--- config.mk ---
export PLATFORM = sky130hd
export DESIGN_NAME = iobus_ctrl
export DESIGN_NICKNAME = d
export VERILOG_FILES = /design/src/rtl/iobus_ctrl.sv
export SDC_FILE = /design/constraint.sdc
export NUM_CORES = 1
export LEC_CHECK = 0
export CORE_MARGIN = 2
export CORE_UTILIZATION = 35
export CTS_CLUSTER_DIAMETER = 60
export DETAILED_ROUTE_END_ITERATION = 8
export HOLD_SLACK_MARGIN = 0.03
export PLACE_DENSITY_LB_ADDON = 0.25
export SYNTH_ARGS = -nofsm -noshare
export SYNTH_HDL_FRONTEND = slang
export SYNTH_SLANG_ARGS = --single-unit
--- constraint.sdc ---
create_clock -name clk -period 8.08 [get_ports clk]
set_clock_uncertainty 0.2 [all_clocks]
set_input_delay 2.424 -clock clk [delete_from_list [all_inputs] [get_ports clk]]
set_output_delay 2.424 -clock clk [all_outputs]
set_load 0.02 [all_outputs]
--- src/rtl/iobus_ctrl.sv ---
// CPU bus bridge: decodes each access to either a synchronous RAM port or a
// small I/O block (GPIO, display register, free-running counter).
module iobus_ctrl #(
    parameter int unsigned MEM_AW = 10
) (
    input  logic              clk,
    input  logic              rst,
    input  logic              cpu_req,
    input  logic              cpu_we,
    input  logic [31:0]       cpu_addr,
    input  logic [31:0]       cpu_wdata,
    output logic [31:0]       cpu_rdata,
    output logic              cpu_ready,
    output logic              mem_en,
    output logic              mem_we,
    output logic [MEM_AW-1:0] mem_addr,
    output logic [31:0]       mem_wdata,
    input  logic [31:0]       mem_rdata,
    input  logic [7:0]        sw,
    input  logic [3:0]        btn,
    output logic [7:0]        led,
    output logic [31:0]       disp_data
);

    typedef enum logic [1:0] {IDLE, MEM_ISSUE, MEM_WAIT, DONE} state_t;

    state_t      state;
    state_t      next_state;
    logic        sel_io;
    logic        accept;
    logic        io_wr;
    logic        io_rd;
    logic        ram_acc;
    logic        ram_cap;
    logic        ready_d;
    logic        mem_en_d;
    logic        mem_we_d;
    logic [31:0] io_rdata;
    logic [31:0] cnt;
    logic        unused_addr;

    // Only the decode, register-select and RAM word-address bits matter.
    assign unused_addr = ^cpu_addr;
    assign sel_io      = (cpu_addr[31:28] == 4'hF);

    always_ff @(posedge clk or posedge rst) begin
        if (rst) state <= IDLE;
        else     state <= next_state;
    end

    always_comb begin
        next_state = state;
        case (state)
            IDLE:      if (cpu_req) next_state = sel_io ? DONE : MEM_ISSUE;
            MEM_ISSUE: next_state = mem_we ? DONE : MEM_WAIT;
            MEM_WAIT:  next_state = DONE;
            DONE:      next_state = IDLE;
            default:   next_state = IDLE;
        endcase
    end

    // Request inputs are consumed only on the accepting edge; from then on the
    // access runs from registered copies (mem_* outputs and the FSM state).
    always_comb begin
        accept   = 1'b0;
        io_wr    = 1'b0;
        io_rd    = 1'b0;
        ram_acc  = 1'b0;
        ram_cap  = 1'b0;
        ready_d  = 1'b0;
        mem_en_d = 1'b0;
        mem_we_d = 1'b0;
        accept   = (state == IDLE) && cpu_req;
        io_wr    = accept && sel_io && cpu_we;
        io_rd    = accept && sel_io && !cpu_we;
        ram_acc  = accept && !sel_io;
        ram_cap  = (state == MEM_WAIT);
        ready_d  = (next_state == DONE);
        mem_en_d = (next_state == MEM_ISSUE);
        mem_we_d = mem_en_d && cpu_we;
    end

    always_comb begin
        io_rdata = 32'd0;
        case (cpu_addr[3:2])
            2'b00:   io_rdata = {20'd0, btn, sw};
            2'b01:   io_rdata = disp_data;
            2'b10:   io_rdata = cnt;
            default: io_rdata = 32'd0;
        endcase
    end

    always_ff @(posedge clk or posedge rst) begin
        if (rst) begin
            cpu_ready <= 1'b0;
            cpu_rdata <= 32'd0;
            mem_en    <= 1'b0;
            mem_we    <= 1'b0;
            mem_addr  <= '0;
            mem_wdata <= 32'd0;
            led       <= 8'd0;
            disp_data <= 32'd0;
            cnt       <= 32'd0;
        end else begin
            cpu_ready <= ready_d;
            mem_en    <= mem_en_d;
            mem_we    <= mem_we_d;
            if (ram_acc) begin
                mem_addr  <= cpu_addr[MEM_AW+1:2];
                mem_wdata <= cpu_wdata;
            end
            if (io_rd)        cpu_rdata <= io_rdata;
            else if (ram_cap) cpu_rdata <= mem_rdata;
            if (io_wr && cpu_addr[3:2] == 2'b00) led       <= cpu_wdata[7:0];
            if (io_wr && cpu_addr[3:2] == 2'b01) disp_data <= cpu_wdata;
            // A counter write takes priority over the free-running increment.
            if (io_wr && cpu_addr[3:2] == 2'b10) cnt <= cpu_wdata;
            else                                 cnt <= cnt + 32'd1;
        end
    end

endmodule

==> impl_metrics.env, run 1 <==
export IMPL_status="completed"
export IMPL_netSwitchingFraction_pct=33.58
export IMPL_vias=5285
export IMPL_sequentialPowerShare_pct=36.4
export IMPL_max_stage_delay_ns=0.95
export IMPL_clk_insertion_delay_late_ns=0.41
export IMPL_synth_simple_area_share_pct=8.969
export IMPL_root_buffer="clkbuf_16"
export IMPL_timing_fmax_ghz=0.1801
export IMPL_p_per_area_mw_per_mm2=332.2
export IMPL_slew_viol_final=0
export IMPL_avgSynthCellArea_um2=11.99
export IMPL_synth_nets=693
export IMPL_antenna_found_initial=0
export IMPL_synth_xor_area_share_pct=3.805
export IMPL_ys_seq_area_share_pct=54.72
export IMPL_max_slew_margin_rel_pct=26.68
export IMPL_nets=887
export IMPL_cap_violations=0
export IMPL_layout_setup_ws_ns=2.527
export IMPL_ir_worst_vdd_mv=0.1443
export IMPL_drive_above_1_share_pct=17.62
export IMPL_cts_buffers=17
export IMPL_synth_area_mm2=0.006905
export IMPL_cts_setup_buffers=0
export IMPL_syn_to_final_growth_pct=42.34
export IMPL_cp_end_kind="register"
export IMPL_report_power_total_mw=3.265
export IMPL_n_antenna_cell=0
export IMPL_ctsHoldBuffers=0
export IMPL_path_cells="clkdlybuf4s50_1 > nor2b_4 > nand2_2 > mux2_2"
export IMPL_path_clk_slew_ns=0.06
export IMPL_htree_levels=4
export IMPL_start_kind="input port"
export IMPL_path_class="input port to register"
export IMPL_synth_adder_area_share_pct=0.9060
export IMPL_grt_pass1_vias=5483
export IMPL_ys_flop_type="dfrtp_1"
export IMPL_yosysWarnings=0
export IMPL_dpl_cell_area_mm2=0.009236
export IMPL_p_sw_mw=1.097
export IMPL_routed_wl_mm=19.19
export IMPL_postLayoutCellArea_mm2=0.009829
export IMPL_rsz0062_at_grt="false"
export IMPL_place_ws_ns=2.039
export IMPL_finalCriticalPeriod_ns=5.553
export IMPL_worstPathArrival_ns=5.65
export IMPL_fin_setup_tns_ns=0
export IMPL_combinationalPowerShare_pct=39.5
export IMPL_synth_edf_count=0
export IMPL_crit_path_max_fanout=33
export IMPL_finalHoldViolations=0
export IMPL_synth_distinct_cells=33
export IMPL_synthArstFlopShare_pct=100.0
export IMPL_track_usage_pct=18.32
export IMPL_routed_via_density=5.043
export IMPL_crit_required_ns=8.17
export IMPL_cts_max_path_buffers=2
export IMPL_grt_max_degree=93
export IMPL_ant_nets=0
export IMPL_overflow=0
export IMPL_hpwl_mm=13.36
export IMPL_start_util_pct=35.60
export IMPL_synth_mux_area_fraction_pct=20.06
export IMPL_drc=0
export IMPL_drtPass1Iterations=4
export IMPL_hold_ws_ns=0.3043
export IMPL_fin_crit_sh_pct=68.72
export IMPL_gp_congestion=0.8094
export IMPL_drt_iter0_drc=231
export IMPL_p_clk_share_pct=24.1
export IMPL_cts_tree="yes"
export IMPL_cts_resized=0
export IMPL_num_rows=51
export IMPL_synth_compound_area_share_pct=8.697
export IMPL_synth_cells=576
export IMPL_fp_dieW_um=144.5
export IMPL_p_leak_nw=4.109
export IMPL_slowest_stage="nor2b_4"
export IMPL_synth_top_family_by_area="multiplexers"
export IMPL_grt_pass1_wl_mm=28.95
export IMPL_hold_class="register to register"
export IMPL_coreArea_mm2=0.01940
export IMPL_cts_sinks=151
export IMPL_ys_ff_latch=151
export IMPL_port_buffers=210
export IMPL_wire_per_inst_um=18.31
export IMPL_setup_viol=0
export IMPL_top_level_ports=229
export IMPL_die_area_mm2=0.02087
export IMPL_p_int_mw=2.169
export IMPL_chipHeight_um=144.5
export IMPL_worst_pin_slew_ns=1.100
-- power groups by stage --
stage | sequential [mW] | clock, mW | combinational (mW)
3_5_place_dp | 1.20 | 0 | 1.30
6_report | 1.19 | 0.788 | 1.29
4_1_cts | 1.19 | 0.808 | 1.31
3_3_place_gp | 1.18 | 0 | 1.28
5_1_grt | 1.22 | 0.838 | 1.38
2_1_floorplan | 1.43 | 0 | 0.459
-- worst max-delay path: cells and delay by family --
family	cells	cell delay [ns]
muxes	1	0.53
buffers and inverters	1	0.93
and+or+nand+nor	2	1.74
-- cells in the final DEF (no fill, tap or decap), drive strengths merged, types with 8 or more instances in the layout --
master         Yosys  layout
a221oi            20      20
nand3             16      16
a211oi            13      13
inv                7       8
nor2              51      51
mux2i             45      45
xnor2             23      23
clkdlybuf4s50      0     210
nor4              12      12
clkbuf            34      21
mux2              83      83
nand2             10      10
a21oi             64      64
dfrtp            151     151
-- cells by family (layout without fill, tap and decap cells) --
family                     Yosys count  in the layout
AOI/OAI and AO/OA                   98             98
xor gates and xnor gates            30             30
adders and majority gates            5              5
buffers and inverters               47            254
DFF                                151            151
muxes                              128            128
and+or+nand+nor                    117            117
-- metal layers --
layer	vias to the layer above	part of all wire [%]	global-route usage (%)
met5	-	0	0
met4	0	1.6	6.132
met3	26	5.8	4.338
met2	164	50	31.13
met1	2626	43	23.00
li1	2469	-	-
-- state kept, by name, indices dropped and copies added, names as in the netlist --
register and flops:
mem_we 1, mem_en 1, cpu_ready 1, state 2, disp_data 32, cnt 32
mem_wdata 32, led 8, cpu_rdata 32, mem_addr 10
-- synthesized netlist by cell type, types with 2 or more instances --
library cell  count  area (µm²)
nor3_1            6       30.03
inv_1             7       26.28
nand3_2           3       30.03
a211oi_1         13       97.59
nand2_1          10       37.54
and3_1            5       31.28
mux2_2           83       934.7
a221oi_1         20       175.2
and2_1            2       12.51
nor2_1           51       191.4
clkbuf_1         34       127.6
nor2b_1           3       18.77
ha_1              5       62.56
and4_1            3       26.28
xnor2_1          23       201.4
dfrtp_1         151        3779
buf_1             3       11.26
nor4_1            7       43.79
xor2_1            7       61.31
mux2i_1          45       450.4
nand3_1          13       65.06
nor4_2            5       62.56
a21oi_1          64       320.3
nand4_1           4       25.02
-- metrics by stage --
step / cells / util [%]
finish: 1048 / 50.67
global route: 1048 / 50.67
CTS: 1048 / 50.67
detailed placement: 1016 / 47.61
global placement: 1016 / 47.61
floorplan: 576 / -
-- area by class of cell --
type                    instances  area [µm²]
flip-flops and latches        151        3779
fillers                      1790        9569
clock buffers                  21       470.5
repair buffers                215        2140
well taps                     265       331.6
inverters                       7       31.28
multi-input cells             378        2955
clock inverters                11       122.6
-- worst paths after layout --
path / startpoint / to / slack [ns] / cells after the start
min in group asynchronous: rst / cpu_rdata[5] / 2.36 / 2
worst max-delay path: cpu_addr[3] / disp_data[4] / 2.53 / 4
worst min-delay path: mem_wdata[2] / mem_wdata[2] / 0.30 / 1
max in group asynchronous: rst / disp_data[3] / 3.98 / 3
worst min register to register: mem_wdata[2] / mem_wdata[2] / 0.30 / 1
worst max register to register: state[0] / cpu_rdata[0] / 5.48 / 7
Note: power is estimated with default switching activity, not from simulation.
==> run 2, diff against run 1 <==
Clock period 8.08 ns to 5.1 ns, I/O delays scaled along.
==> impl_metrics.env, run 2 (synthesis results as in run 1) <==
export IMPL_status="completed"
export IMPL_slew_viol_final=0
export IMPL_vias=5327
export IMPL_root_buffer="clkbuf_16"
export IMPL_syn_to_final_growth_pct=43.47
export IMPL_fin_cells=1053
export IMPL_cts_sinks=151
export IMPL_drt_iter0_drc=213
export IMPL_hold_class="register to register"
export IMPL_die_area_mm2=0.02087
export IMPL_layout_common_cells="clkdlybuf4s50_1, dfrtp_1, mux2_2, a21oi_1, nor2_1"
export IMPL_nets=891
export IMPL_p_int_mw=3.469
export IMPL_p_leak_nw=4.144
export IMPL_timing_fmax_ghz=0.2652
export IMPL_antenna_found_initial=1
export IMPL_grt_max_degree=77
export IMPL_top_level_ports=229
export IMPL_report_power_total_mw=5.244
export IMPL_htree_levels=4
export IMPL_grt_pass1_vias=5473
export IMPL_rsz0062_at_grt="false"
export IMPL_dp_cells=1020
export IMPL_final_util_pct=51.07
export IMPL_crit_path_max_fanout=39
export IMPL_cp_end_kind="register"
export IMPL_path_clk_slew_ns=0.06
export IMPL_nFillCells=1749
export IMPL_start_util_pct=35.60
export IMPL_fin_crit_sh_pct=73.95
export IMPL_ir_worst_vdd_mv=0.2492
export IMPL_cts_setup_buffers=0
export IMPL_p_per_area_mw_per_mm2=529.3
export IMPL_clk_insertion_delay_late_ns=0.43
export IMPL_num_rows=51
export IMPL_combinationalPowerShare_pct=39.2
export IMPL_cts_buffers=17
export IMPL_fin_setup_tns_ns=0
export IMPL_seq_area_mm2=0.003779
export IMPL_grt_pass1_wl_mm=29.34
export IMPL_drc=0
export IMPL_cap_violations=0
export IMPL_track_usage_pct=18.62
export IMPL_worstPathArrival_ns=3.86
export IMPL_worst_pin_slew_ns=1.116
export IMPL_path_class="input port to register"
export IMPL_crit_required_ns=5.19
export IMPL_chipHeight_um=144.5
export IMPL_coreArea_mm2=0.01940
export IMPL_fp_dieW_um=144.5
export IMPL_ant_nets=0
export IMPL_p_clk_share_pct=24.8
export IMPL_drtPass1Iterations=4
export IMPL_port_buffers=210
export IMPL_routed_wl_mm=19.48
export IMPL_routed_via_density=5.059
export IMPL_max_slew_margin_rel_pct=25.61
export IMPL_final_common_cell="clkdlybuf4s50_1"
export IMPL_hpwl_mm=13.79
export IMPL_netSwitchingFraction_pct=33.84
export IMPL_cts_resized=0
export IMPL_finalHoldViolations=0
export IMPL_multi_input_area_mm2=0.002955
export IMPL_overflow=0
export IMPL_setup_viol=0
export IMPL_ctsHoldBuffers=0
export IMPL_drive_above_1_share_pct=18.17
export IMPL_wire_per_inst_um=18.50
export IMPL_sequentialPowerShare_pct=36.0
export IMPL_gp_congestion=0.7765
export IMPL_finalCriticalPeriod_ns=3.771
export IMPL_p_sw_mw=1.775
export IMPL_cts_tree="yes"
export IMPL_cts_max_path_buffers=2
export IMPL_start_kind="input port"
## run 2: cell count changes in the layout (fill, tap and decap cells not counted), sizes merged
cell	change
clkinv	+3
clkbuf	-3
diode	+1
inv	-1
bufinv	+1
buf	+4
## run 2: power groups by stage
stage / Clock (mW) / Sequential [mW] / Combinational, mW
5_1_grt: 1.38 / 1.94 / 2.20
3_5_place_dp: 0 / 1.91 / 2.08
2_1_floorplan: 0 / 2.26 / 0.728
6_report: 1.30 / 1.89 / 2.05
3_3_place_gp: 0 / 1.88 / 2.04
4_1_cts: 1.33 / 1.89 / 2.08
## run 2: path summary, 6_finish.rpt
| kind | from | end | slack, ns | cells after the start |
|---|---|---|---|---|
| worst max-delay path | cpu_addr[30] | cpu_rdata[13] | 1.33 | 6 |
| worst min-delay path | mem_wdata[22] | mem_wdata[22] | 0.30 | 1 |
| worst max register to register | state[0] | cpu_rdata[13] | 2.37 | 7 |
| worst min register to register | mem_wdata[22] | mem_wdata[22] | 0.30 | 1 |
| max in group asynchronous | rst | cnt[29] | 2.47 | 3 |
| min in group asynchronous | rst | cpu_rdata[3] | 1.57 | 3 |
## run 2: metal layers
| layer | share of wire (%) | up-vias | GRT usage, % |
|---|---|---|---|
| li1 | - | 2474 | - |
| met1 | 43 | 2676 | 23.30 |
| met2 | 50 | 152 | 31.53 |
| met3 | 5.3 | 25 | 4.238 |
| met4 | 2.1 | 0 | 6.847 |
| met5 | 0 | - | 0 |
## run 2: stage by stage
step / instance area (µm²) / hold slack, ns / worst slack (ns)
final: 9907 / 0.3047 / 1.329
after global routing: 9907 / 0.3209 / 1.203
after CTS: 9905 / 0.3064 / 1.330
after detailed placement: 9290 / 0.2929 / 0.8896
after global placement: 9290 / 0.2898 / 0.9309
after floorplan: 6909 / 0.2971 / 1.467
## run 2: cell type report
type,instances,share of cell area [%]
inverters,7,0.3031
well taps,265,3.347
clock buffers,18,4.433
multi-input cells,378,29.83
repair buffers,219,22.15
diodes,1,0.02526
flip-flops and latches,151,38.14
clock inverters,14,1.768
## run 2: critical path, stage by stage
cell	delay [ns]
clkdlybuf4s50_1	0.45
and4_1	0.31
or3b_2	0.75
buf_4	0.37
a221oi_1	0.32
a21oi_1	0.08
